$ cat src/rtl/seq_mult_pkg.sv
// Shared types and constants for the iterative shift-and-add multiplier.
package seq_mult_pkg;

    localparam int unsigned DEFAULT_WIDTH = 16;

    function automatic int unsigned cnt_width(input int unsigned w);
        return (w < 2) ? 1 : $clog2(w);
    endfunction

    localparam int unsigned CNT_W = cnt_width(DEFAULT_WIDTH);

    typedef enum logic [1:0] {
        IDLE = 2'd0,
        RUN  = 2'd1,
        DONE = 2'd2
    } state_t;

endpackage

$ cat src/rtl/seq_mult16_ctrl_rca_adder.sv
// Combinational WIDTH-bit ripple-carry adder built from full-adder cells.
module full_adder (
    input  logic a,
    input  logic b,
    input  logic ci,
    output logic s,
    output logic co
);
    assign s  = a ^ b ^ ci;
    assign co = (a & b) | (ci & (a ^ b));
endmodule

module rca_adder
    import seq_mult_pkg::*;
#(
    parameter int unsigned WIDTH = DEFAULT_WIDTH
) (
    input  logic [WIDTH-1:0] x,
    input  logic [WIDTH-1:0] y,
    input  logic             cin,
    output logic [WIDTH-1:0] sum,
    output logic             cout
);
    logic [WIDTH:0] carry;

    assign carry[0] = cin;

    for (genvar i = 0; i < WIDTH; i++) begin : g_cell
        full_adder u_fa (
            .a  (x[i]),
            .b  (y[i]),
            .ci (carry[i]),
            .s  (sum[i]),
            .co (carry[i+1])
        );
    end

    assign cout = carry[WIDTH];
endmodule

$ cat src/rtl/seq_mult16_ctrl.sv
// Iterative unsigned WIDTH x WIDTH shift-and-add multiplier with valid/ready on both sides.
// Optional SEQ_MULT_ZERO_BYPASS_EN: zero operands jump straight from IDLE to DONE.
module seq_mult16_ctrl
    import seq_mult_pkg::*;
#(
    parameter int unsigned WIDTH = DEFAULT_WIDTH
) (
    input  logic               clk,
    input  logic               rst,
    input  logic               in_valid,
    output logic               in_ready,
    input  logic [WIDTH-1:0]   a,
    input  logic [WIDTH-1:0]   b,
    output logic               out_valid,
    input  logic               out_ready,
    output logic [2*WIDTH-1:0] p,
    output logic               busy
);
    localparam int unsigned CW = cnt_width(WIDTH);

    state_t             state, state_nxt;
    logic [WIDTH-1:0]   mcand, addend, sum;
    logic               cout;
    logic [2*WIDTH-1:0] acc, acc_shift;
    logic [CW-1:0]      cnt;
    logic               accept, hand_off, zero_op;

    assign in_ready  = (state == IDLE);
    assign out_valid = (state == DONE);
    assign busy      = (state != IDLE);
    assign accept    = in_valid && in_ready;
    assign hand_off  = out_valid && out_ready;

`ifdef SEQ_MULT_ZERO_BYPASS_EN
    assign zero_op = (a == '0) || (b == '0);
`else
    assign zero_op = 1'b0;
`endif

    assign addend = acc[0] ? mcand : '0;

    rca_adder #(.WIDTH(WIDTH)) u_adder (
        .x    (acc[2*WIDTH-1:WIDTH]),
        .y    (addend),
        .cin  (1'b0),
        .sum  (sum),
        .cout (cout)
    );

    // Carry-out becomes the new MSB as the accumulator shifts right.
    assign acc_shift = {cout, sum, acc[WIDTH-1:1]};

    always_comb begin
        state_nxt = state;
        case (state)
            IDLE:    if (accept) state_nxt = zero_op ? DONE : RUN;
            RUN:     if (cnt == '0) state_nxt = DONE;
            DONE:    if (hand_off) state_nxt = IDLE;
            default: state_nxt = IDLE;
        endcase
    end

    always_ff @(posedge clk) begin
        if (rst) begin
            state <= IDLE;
            mcand <= '0;
            acc   <= '0;
            cnt   <= '0;
            p     <= '0;
        end else begin
            state <= state_nxt;
            case (state)
                IDLE: begin
                    if (accept) begin
                        mcand <= a;
                        acc   <= {{WIDTH{1'b0}}, b};
                        cnt   <= CW'(WIDTH - 1);
                        if (zero_op) begin
                            acc <= '0;
                            p   <= '0;
                        end
                    end
                end
                RUN: begin
                    acc <= acc_shift;
                    if (cnt == '0) p <= acc_shift;
                    else           cnt <= cnt - CW'(1);
                end
                default: ;
            endcase
        end
    end
endmodule

$ cat config.mk
export PLATFORM = sky130hd
export DESIGN_NAME = seq_mult16_ctrl
export DESIGN_NICKNAME = d
export VERILOG_FILES = /design/src/rtl/seq_mult_pkg.sv /design/src/rtl/seq_mult16_ctrl_rca_adder.sv /design/src/rtl/seq_mult16_ctrl.sv
export SDC_FILE = /design/constraint.sdc
export NUM_CORES = 1
export LEC_CHECK = 0
export CORE_UTILIZATION = 54
export CTS_BUF_LIST = sky130_fd_sc_hd__clkbuf_8
export DETAILED_ROUTE_END_ITERATION = 8
export PLACE_DENSITY = 0.89
export SYNTH_ARGS = -nofsm -noshare
export SYNTH_HDL_FRONTEND = slang
export SYNTH_SLANG_ARGS = --single-unit
$ cat constraint.sdc
create_clock -name clk -period 10.7 [get_ports clk]
set_clock_uncertainty 0.1 [all_clocks]
set_input_delay 2.675 -clock clk [delete_from_list [all_inputs] [get_ports clk]]
set_output_delay 2.675 -clock clk [all_outputs]
set_load 0.02 [all_outputs]
==> out/results.tsv <==
metric	value	unit
die_y	86.1	um
syn_avg_cell_area	8.54	um2
yosysWarnings	0	
switching_share	28.5	%
min_path_type	flop to flop	
ir_drop	0.0784	mV
cts_max_level	3	
cp.buffers_inverters	1	
r2r_start	acc[0]	
post_cts.repair.setup_buffers	0	
dp_hpwl	5630	um
ys_ff_latch	86	
synth_area_leaders	dfxtp_1 45%, a21oi_1 8.5%, fa_1 7.9%	
yosysTopAreaCell	dfxtp_1	
arrival	8220	ps
rows	30	
die-area	7410	um2
cp_data_required_time	10870	ps
fin_tns_setup	0	ps
worst_pin_slew	1110	ps
hold_viol_final	0	
remaining_drc_errors	0	
seq_area_frac_synth	45.1	%
finalCritPeriodShare	75.2	%
first_pass_iters	5	
ant_nets	0	
seqPwrFrac	46.3	%
ys_types	37	
numCtsBuffers	9	
cts_max_path_buffers	2	
fp.coreArea	6790	um2
post_cts_resized	0	
hold_buffers	0	
power.total	0.785	mW
drv_slew	0	
finish.utilization	69.4	%
pin_count	71	
dp.cells	576	
multi_input_area	1830	um2
combPwrFrac	18.5	%
min_to	mcand[0]	
syn_area	3820	um2
cp_slowest_stage_delay	680	ps
initial_utilization	56.2	%
antenna_found_initial	0	
crit_top_cell	fa_1	
wl_per_cell	14.4	um
layout.cells.non_filler	592	
status	complete, no violations	
cts_tree	built	
r2r_slack	2660	ps
rsz0062_at_grt	no	
worst_path_max_delay_cell	dfxtp_1	
hp-start	mcand[0]	
final-seq-area	1720	um2
drive_gt1_share	6.25	%
maxCapViolations	0	
finalSetupViolations	0	
port_buffers	70	
hold_ws	357	ps
cts.clk_slew.worst_paths	80	ps
end_kind	flop	
r2r-end	acc[30]	
nFillCells	513	
path_max_fanout	17	
die_w	86.1	um
layout_min_cycle_time	8040	ps
synth_nets	500	
path_class	flop to flop	
vias_per_cell	5.62	
first_iter_violations	283	
reg2reg_depth	20	
globalRouteOverflowTotal	0	
grt_usage	23.7	%
cellPowerDensity	166	nW/um2
p_int	0.561	mW
finalNetCount	544	
root_buffer	clkbuf_8	
synth.top_cell.area_share	45.1	%
cts_sinks	86	
grt_pass1_vias	3028	
cp-start-kind	flop	
syn-instance-count	447	
fmaxAchievable	124	MHz
hold_path_depth	2	
switching_power	0.224	mW
crit_chain	and2_1 > ha_1 > inv_1 > fa_1 > fa_1 > fa_1 > fa_1 > fa_1 > fa_1 > fa_1 > fa_1 > fa_1 > fa_1 > fa_1 > fa_1 > fa_1 > fa_1 > fa_1 > nand2b_1 > a21oi_1	
wl	8550	um
area_growth	23.6	%
max-slew-margin-rel	25.9	%
gp_congestion	0.885	
worst_skew_pair.late_latency	340	ps
grt_max_degree	71	
clock_power_share	35.2	%
num_antenna_cells	0	
cp_top_family	adder cells	
grt_pass1_wl	13900	um
p_leak	1.50	nW
vias	3325	
## logic make-up after synthesis
| group | share of synthesized area, % |
|---|---|
| and+or+nand+nor | 17.9 |
| AOI/OAI and AO/OA | 21.0 |
| DFF | 45.1 |
| buffers and inverters | 7.47 |
| adders and majority gates | 8.52 |
## state kept, by name, summed over array words and instances (netlist names)
register and flops:
p 32, acc 32, state 2, cnt 4, mcand 16
## per-layer routing
layer	vias to the layer above	global-route usage [%]	routed length, um
li1	1611	-	-
met1	1561	33.0	3790
met2	136	37.4	4110
met3	17	3.95	493
met4	0	8.03	144
met5	-	0	0
## worst max-delay path by stage
stage / depth (start not counted) / slack, ps / startpoint / endpoint
floorplan: 20 / 3030 / acc[0] / acc[30]
global placement: 20 / 2790 / acc[0] / acc[30]
detailed placement: 20 / 2720 / acc[0] / acc[30]
CTS: 20 / 2620 / acc[0] / acc[30]
global route: 20 / 2330 / acc[0] / acc[30]
finish: 20 / 2660 / acc[0] / acc[30]
## placed cells by master, fill, tap and decap left out, types with 2 or more instances in the layout
master and instances:
dfxtp_1 86, nand2_1 79, clkdlybuf4s50_1 69, a21oi_1 65, nand3_1 32, o21ai_0 24, inv_1 23, a31oi_1 17
a211oi_1 16, nand2b_1 16, fa_1 15, clkbuf_8 10, o21ai_1 9, nor2_1 3, bufinv_16 3, buf_4 3
nor3b_4 2, ha_1 2
## area by class of cell
cell class                      count  area share [%]
Timing Repair Buffer               73            15.2
Inverter                           22            1.75
Clock inverter                      6            2.33
Sequential cell                    86            36.5
Multi-Input combinational cell    299            38.7
Tap cell                           96            2.55
Clock buffer                       10            2.92
## stage by stage
| stage | setup WS [ps] | cell area, um2 |
|---|---|---|
| 3_3_place_gp | 2790 | 4470 |
| 6_report | 2660 | 4720 |
| 5_1_grt | 2330 | 4720 |
| 3_5_place_dp | 2720 | 4470 |
| 4_1_cts | 2620 | 4720 |
| 2_1_floorplan | 3030 | 3820 |
## synth_stat cells, drive strengths merged
cell type and n:
or2 1, a31oi 17, a311oi 1, nand2b 17, ha 2, dfxtp 86, buf 26, o21ai 33
nor2 4, nand4 1, a221oi 1, and2 1, a211oi 17, fa 15, o21ba 1, inv 22
nand4b 1, nand3 32, o21a 1, nor3 1, nor3b 2, a21oi 66, nor2b 1, o311ai 2
nand2 79, nor4 1, clkbuf 14, or3b 2
## tightest hold or removal path, cell delays in order (launching register included)
cell and delay [ps]:
dfxtp_1 310, nand2_1 50, a21oi_1 50
## power groups by stage
stage / registers, mW / logic, mW / clock network (mW)
finish: 0.363 / 0.145 / 0.276
global route: 0.366 / 0.159 / 0.289
CTS: 0.363 / 0.145 / 0.277
detailed placement: 0.370 / 0.144 / 0
global placement: 0.368 / 0.140 / 0
floorplan: 0.371 / 0.0968 / 0
No activity file was read; power rests on OpenSTA's default activity.
